**src/rtl/spi_reg_ctrl.sv**
```systemverilog
// spi_reg_ctrl: frame controller between an SPI slave byte interface and an
// on-chip register bus. Runs entirely on fclk.
//
// Each chip-select frame starts with a command byte {rw, addr[6:0]}; every
// later byte is a data byte. Write frames turn each data byte into a register
// write. Read frames prefetch register data into tx_byte so it is ready
// before the host clocks the next byte out.
//
// Optional feature: define SPI_REG_CTRL_AUTOINC_EN to advance reg_addr after
// every write and every read capture. Without it reg_addr holds the command
// address for the whole frame (FIFO-port access). All timing is identical.
//
// Ports:
//   fclk        in   system clock, rising edge
//   rst_n       in   asynchronous active-low reset
//   css         in   frame active while high, synchronous to fclk
//   rx_vld      in   one-cycle strobe, rx_byte holds a complete byte
//   rx_byte     in   received byte
//   tx_byte     out  byte the SPI slave shifts out next (registered)
//   reg_addr    out  register bus address (registered)
//   reg_wdata   out  register write data (registered)
//   reg_we      out  one-cycle write strobe
//   reg_re      out  one-cycle read strobe
//   reg_rdata   in   read data, valid exactly one fclk after reg_re
//   busy        out  high whenever the FSM is not idle
//   frame_done  out  one-cycle pulse after css falls if data bytes moved
//
// Handshake: rx_vld is a pure strobe with no back-pressure. A byte is taken
// only in the cycle rx_vld is high and only in CMD, WR or RD; in any other
// state, or when css is low in the same cycle, the byte is dropped.
// reg_we/reg_re are fire-and-forget strobes; the register bus never stalls.

module spi_reg_ctrl #(
  parameter int unsigned          ADDR_W      = 7,
  parameter int unsigned          DATA_W      = 8,
  parameter logic [DATA_W-1:0]    STATUS_BYTE = 8'hA5
) (
  input  logic              fclk,
  input  logic              rst_n,
  input  logic              css,
  input  logic              rx_vld,
  input  logic [DATA_W-1:0] rx_byte,
  output logic [DATA_W-1:0] tx_byte,
  output logic [ADDR_W-1:0] reg_addr,
  output logic [DATA_W-1:0] reg_wdata,
  output logic              reg_we,
  output logic              reg_re,
  input  logic [DATA_W-1:0] reg_rdata,
  output logic              busy,
  output logic              frame_done
);

  typedef enum logic [2:0] {
    IDLE   = 3'd0,
    CMD    = 3'd1,
    WR     = 3'd2,
    RD_REQ = 3'd3,
    RD_CAP = 3'd4,
    RD     = 3'd5
  } state_t;

`ifdef SPI_REG_CTRL_AUTOINC_EN
  localparam logic [ADDR_W-1:0] ADDR_STEP = ADDR_W'(1);
`else
  localparam logic [ADDR_W-1:0] ADDR_STEP = '0;
`endif

  state_t            state;
  logic [DATA_W-1:0] byte_cnt;   // data bytes accepted in this frame, saturating

  assign busy = (state != IDLE);

  always_ff @(posedge fclk or negedge rst_n) begin
    if (!rst_n) begin
      state      <= IDLE;
      tx_byte    <= STATUS_BYTE;
      reg_addr   <= '0;
      reg_wdata  <= '0;
      reg_we     <= 1'b0;
      reg_re     <= 1'b0;
      frame_done <= 1'b0;
      byte_cnt   <= '0;
    end else begin
      // Strobes are single-cycle unless re-armed below.
      reg_we     <= 1'b0;
      reg_re     <= 1'b0;
      frame_done <= 1'b0;

      if (state != IDLE && !css) begin
        // Frame end or abort: css wins over any byte arriving this cycle,
        // and any strobe that would have been raised is simply not raised.
        state      <= IDLE;
        tx_byte    <= STATUS_BYTE;
        frame_done <= (byte_cnt != '0);
        byte_cnt   <= '0;
      end else begin
        case (state)
          IDLE: begin
            tx_byte <= STATUS_BYTE;
            if (css) state <= CMD;
          end

          CMD: begin
            if (rx_vld) begin
              reg_addr <= rx_byte[ADDR_W-1:0];
              if (rx_byte[DATA_W-1]) begin
                // reg_re is raised on entry so it is high for the whole
                // RD_REQ cycle with the freshly loaded address.
                state  <= RD_REQ;
                reg_re <= 1'b1;
              end else begin
                state <= WR;
              end
            end
          end

          WR: begin
            // Address moves the cycle after the strobe, so each write uses
            // the address that was current when its byte arrived.
            if (reg_we) reg_addr <= reg_addr + ADDR_STEP;
            if (rx_vld) begin
              reg_wdata <= rx_byte;
              reg_we    <= 1'b1;
              if (byte_cnt != '1) byte_cnt <= byte_cnt + 1'b1;
            end
          end

          RD_REQ: begin
            state <= RD_CAP;
          end

          RD_CAP: begin
            // reg_rdata answers the reg_re of the previous cycle.
            tx_byte  <= reg_rdata;
            reg_addr <= reg_addr + ADDR_STEP;
            state    <= RD;
          end

          RD: begin
            // Host has clocked out tx_byte; fetch the next one.
            if (rx_vld) begin
              state  <= RD_REQ;
              reg_re <= 1'b1;
              if (byte_cnt != '1) byte_cnt <= byte_cnt + 1'b1;
            end
          end

          default: begin
            state <= IDLE;
          end
        endcase
      end
    end
  end

endmodule

```
**config.mk**
```make
export PLATFORM = sky130hd
export DESIGN_NAME = spi_reg_ctrl
export DESIGN_NICKNAME = d
export VERILOG_FILES = /design/src/rtl/spi_reg_ctrl.sv
export SDC_FILE = /design/constraint.sdc
export NUM_CORES = 1
export LEC_CHECK = 0
export CAP_MARGIN = 20
export CORE_ASPECT_RATIO = 1.25
export CORE_UTILIZATION = 47
export DETAILED_ROUTE_END_ITERATION = 16
export PLACE_DENSITY_LB_ADDON = 0.08
export SYNTH_ARGS = -nofsm -noshare
export SYNTH_HDL_FRONTEND = slang
export SYNTH_SLANG_ARGS = --single-unit
```
**constraint.sdc**
```tcl
create_clock -name fclk -period 2 [get_ports fclk]
set_clock_uncertainty 0.1 [all_clocks]
set_input_delay 0.2 -clock fclk [delete_from_list [all_inputs] [get_ports fclk]]
set_output_delay 0.2 -clock fclk [all_outputs]
set_load 0.1 [all_outputs]
```
=== Word-level counts from Yosys, hierarchy flattened ===
Index checks and enable logic that the tools add are counted.

* Bits in registers: 37
* Bits of input ports: 20
* Output and inout port bits: 27
* Word-level logic and storage cells: 54

* $add $sub $neg: 1
* Eq/ne operators: 10
* Multiplexer cells: 20
* Bitwise gates (word level): 1
* Reduce and logical (&&, ||, !) cells: 14

{| class="wikitable"
|+ Operator list
! cell !! number
|-
| 8-bit two-way mux || 5
|-
| 3-bit one-hot mux with 6 select lines || 1
|-
| 8-bit one-hot mux with 2 select lines || 1
|-
| 3-bit two-way mux || 4
|-
| 3-bit != test, second input constant || 3
|-
| 3-bit AND reduction || 3
|-
| 8-bit by 1-bit adder with 8-bit output, second input constant || 1
|-
| 1-bit two-way mux || 8
|-
| 8-bit != test, second input constant || 1
|-
| 8-bit nonzero test || 1
|-
| 3-bit by 2-bit equality test with 1-bit output, second input constant || 2
|-
| 3-bit equality test, second input constant || 2
|-
| 2-bit nonzero test || 3
|-
| 3-bit nonzero test || 2
|-
| 4-bit AND reduction || 1
|-
| 3-bit by 1-bit equality test with 1-bit output, second input constant || 1
|-
| 3-bit logical NOT || 1
|-
| 2-bit != test, second input constant || 1
|-
| 1-bit one-hot mux with 2 select lines || 1
|-
| 2-bit OR reduction || 1
|-
| 1-bit logical AND || 1
|-
| 1-bit logical NOT || 1
|-
| 1-bit inverter || 1
|}

=== Longest topological paths before layout ===
* Depth after elaboration: 5
* Gate-level depth with buffers: 6
* Depth with buffers taken out: 5

=== Worst setup path after synthesis ===
No wires, ideal clock.

* Path type: register to register
* Start: register state[0]
* End: register byte_cnt[3]
* Setup time: 110 ps
* Arrival: 1898 ps
* Required time: 1790 ps
* Slack: -108 ps
* Cell stages (with the launch flop): 5
* Clock period less this slack: 2108 ps
* Cells stage by stage: dfrtp_1 buf_2 or3_1 and2_4 o41ai_1

* Longest elaborated chain between the ends: 4
* Elaborated cells on any way between the ends: 10
* Classes of those cells: 2 x eq/ne; 1 x mux; 7 x reduce/logical

{| class="wikitable"
|+ RTL lines
! item !! RTL line !! text
|-
| start: declaration || 68 || <nowiki>state_t state;</nowiki>
|-
| start signal: assignment || 75 || <nowiki>state <= IDLE;</nowiki>
|-
| start signal: assignment || 92 || <nowiki>state <= IDLE;</nowiki>
|-
| start signal: assignment || 100 || <nowiki>if (css) state <= CMD;</nowiki>
|-
| 3-bit nonzero test (*) || -- ||
|-
| net busy || 49 || <nowiki>output logic busy,</nowiki>
|-
| 1-bit logical AND (*) || 89 || <nowiki>if (state != IDLE && !css) begin</nowiki>
|-
| 2-bit nonzero test (no line) || -- ||
|-
| 3-bit AND reduction (no line) || -- ||
|-
| end signal: assignment || 124 || <nowiki>if (byte_cnt != '1) byte_cnt <= byte_cnt + 1'b1;</nowiki>
|-
| end signal: assignment || 144 || <nowiki>if (byte_cnt != '1) byte_cnt <= byte_cnt + 1'b1;</nowiki>
|-
| end: declaration || 69 || <nowiki>logic [DATA_W-1:0] byte_cnt;</nowiki>
|}

The timed path passes the listed nets; every way through them passes the cells marked *.
A chain may end at the register's enable or synchronous reset.

=== Final worst setup path ===
* Start: register state[0]
* End: register reg_addr[3]

* Longest elaborated chain between the ends: 4
* Elaborated cells on any way between the ends: 5
* Classes of those cells: 1 x eq/ne; 1 x bitwise; 3 x reduce/logical

{| class="wikitable"
|+ RTL lines
! item !! RTL line !! text
|-
| 3-bit nonzero test || 89 ||
|-
| 1-bit logical AND || 89 ||
|-
| 1-bit inverter (no line) || -- ||
|-
| 3-bit AND reduction (no line) (*) || -- ||
|-
| end signal: assignment || 105 || <nowiki>reg_addr <= rx_byte[ADDR_W-1:0];</nowiki>
|-
| end signal: assignment || 120 || <nowiki>if (reg_we) reg_addr <= reg_addr + ADDR_STEP;</nowiki>
|-
| end signal: assignment || 135 || <nowiki>reg_addr <= reg_addr + ADDR_STEP;</nowiki>
|-
| end: declaration || 44 || <nowiki>output logic [ADDR_W-1:0] reg_addr,</nowiki>
|}

Every way passes the cells marked *; elsewhere a longest branch is shown, timed or not.

==> metrics.md <==
| Metric | Value |
|---|---|
| Antenna cell count | 0 |
| Pleak | 0.9987 nW |
| RSZ-0062 raised after global routing | no |
| CP endpoint | reg_addr[3] |
| Post-layout util | 69.18% |
| First drt pass iteration count | 4 |
| Sinks on the clock net | 37 |
| Seq/Total Area, Yosys | 56.24% |
| Worst setup path start | state[0] |
| Wirelength, routed | 3.464 mm |
| Top cell type's share of synthesized area | approximately half |
| Hold path start | reg_rdata[4] |
| Fmax | about 530 MHz |
| P&R area growth vs syn | 37.11% |
| Worst Hold Class | primary input to flop |
| Largest net degree at the start of global routing | 38 |
| Mean Syn Cell Area | roughly 11 um2 |
| CTS tree | done |
| CP endpoint kind | flop |
| Crit-path max FO | 11 |
| Cells after DPL | 232 |
| Post-synthesis cell area | 1655 um2 |
| Pwr Total | roughly 2.6 mW |
| Top_reg_cell synth | dfrtp_1 |
| Global route overflow | 0 |
| Syn_nets | 168 |
| Worst endpoint data arrival time | 1950 ps |
| Fin cells | between 200 and 250 |
| Synth cell types | 36 |
| Vias/cell | between 5 and 6 |
| Max-Cap Viols | 0 |
| Area contributors post-synth | dfrtp_1 (50%), dfstp_2 (6.3%), mux2_2 (5.4%), mux2_1 (4.8%), o21ai_0 (3.3%) |
| H-tree levels | 2 |
| Clock Tree Buf Depth | 2 |
| Number of port buffers | 46 |
| Die W | about 55 um |
| Run status | finished, final reports clean |
| Core ar. | 3281 um2 |
| Residual DRC | 0 |
| Final min period | 1874 ps |
| Initial Util | 50.46% |
| GPL Wtd Cong | around 0.79 |
| FF-to-FF path depth | 4 |
| Clk root buf | clkbuf_8 |
| Total negative setup slack | 0 ps |
| Initial antenna violation count | 0 |
| Postcts setup bufs | 0 |
| Die H | 68.35 um |
| Nets@finish | approximately 230 |
| Period utilization | about 94% |
| Worst R2R End | reg_addr[3] |
| Async set or reset register ratio after synthesis | 100.0% |
| Final Setup Violations | 0 |
| Worst setup SP type | flop |
| Synth Register Bits | 37 |
| TritonCTS Buffers | 5 |
| Synth top cells by count | dfrtp_1 (33), nand2_1 (11), o21ai_0 (11) |
| Worst Max-Slew Pin Slew | between 700 and 800 ps |
| Syn Inst Count | 146 |
| Max Slew Vio Count | 0 |
| Pwr Density | 1151 nW/um2 |
| WS Path Type | flop to flop |
| Most instantiated library cell after synthesis | dfrtp_1 |
| Post-synth EDFFs | 0 |
| Iteration-0 DRC Markers | 37 |
| I/O pin count | 47 |
| Crit-path cells | nand2_1 > or3_1 > nor2_4 > mux2_2 |
| Number of fill cells | between 200 and 300 |
| FF-to-FF Start | state[0] |
| Crit-path max cell delay | 540 ps |
| Max VDD drop | roughly 0.0012 V |
| WL/cell | 14.37 um |
| Final hold violation count | 0 |
| Req. time, crit path | about 2100 ps |
| Hold slack | 382.2 ps |
| Detailed Place HPWL | about 2.6 mm |
| Reg clk slew, reported paths | 70 ps |
| Post-synth top area cell | dfrtp_1 |
| First-pass GRT wire length | around 5.6 mm |
| All-layer global routing usage | 21.45% |
| Max-slew headroom | 47.06% |
| Via count | 1316 |
| Warnings, synthesis | 0 |
| ANT nets after route | 0 |
| Cell Rows | 23 |
| Layout cells sized above 1 | 30.88% |
| Clock latency on the worst-skew pair | 290 ps |
| Vias in the first global route | 1322 |
| CP max stage cell | dfrtp_1 |
| Die area | 3765 um2 |
| Reg2Reg Setup Slack | between 100 and 150 ps |
## per-stage QoR
stage                     instance area (um2)  worst slack [ps]
final                                    2270             125.8
after global routing                     2270             11.36
after CTS                                2270             123.2
after detailed placement                 2148             18.73
after global placement                   2148             59.55
after floorplan                          1660             258.9
## cell families after synthesis
kind of cell / after synthesis / synth area share (%)
AND/OR/NAND/NOR: 50 / 17.08
flip-flops: 37 / 56.24
AO/OA/AOI/OAI: 28 / 10.43
multiplexers: 18 / 12.02
buffers and inverters: 11 / 2.720
adder cells (fa/ha/maj): 2 / 1.511
## state kept, by name, indices dropped and copies added, names as in the netlist
| name | flops |
|---|---|
| byte_cnt | 8 |
| frame_done | 1 |
| reg_addr | 7 |
| reg_re | 1 |
| reg_wdata | 8 |
| reg_we | 1 |
| state | 3 |
| tx_byte | 8 |
## power by group
group | leakage [nW] | internal [mW] | switching (mW)
registers | 0.476 | 0.845 | 0.0594
logic | 0.468 | 0.245 | 0.825
clock network | 0.0554 | 0.374 | 0.263
## layout by cell type, fill, tap and decap left out, types with 2 or more instances in the layout
cell and n:
a21oi_1 7, buf_4 35, clkbuf_8 5, clkdlybuf4s50_1 18, dfrtp_1 33, dfstp_2 4
ha_1 2, inv_1 4, mux2_1 7, mux2_2 8, mux2i_1 3, nand2_1 11
nand2b_1 2, nand3_1 8, nand3b_1 6, nand4_1 3, nor2_1 8, nor3_1 2
o21ai_0 11, o311ai_1 2, o41ai_1 2
## layer usage
layer,GRT usage (%),share of wire (%)
met5,0,0
met4,12.50,2.1
met3,6.000,3.7
met2,37.50,55
met1,22.09,40
## worst min path at each step
| stage | depth (start not counted) | slack [ps] | to |
|---|---|---|---|
| 4_1_cts | 3 | 380 | tx_byte[4] |
| 2_1_floorplan | 0 | -200 | byte_cnt[0] |
| 3_5_place_dp | 1 | 230 | reg_wdata[1] |
| 3_3_place_gp | 1 | 220 | reg_wdata[3] |
| 5_1_grt | 3 | 410 | tx_byte[3] |
| 6_report | 3 | 380 | tx_byte[4] |
## final cells by class
cell class                 count  area (um2)  area share, %
clock buffer                   6       72.57          3.197
clock inverter                 2       38.79          1.709
inverter                       5       18.77         0.8269
multi-input combinational     98       684.4          30.15
sequential                    37       930.9          41.01
tap                           37       46.29          2.040
timing repair buffer          56       478.0          21.06
## worst max-delay path: cells and delay by family, from the launching register on
family	cells	cell delay [ps]
AND/OR/NAND/NOR	3	750
multiplexers	1	370
flip-flops	1	540
## what timing repair did
item                      CTS  global route
resized for setup           0             0
hold endpoints to repair   33             0
hold buffers                1             0
Power figures use the tool's default switching activity.
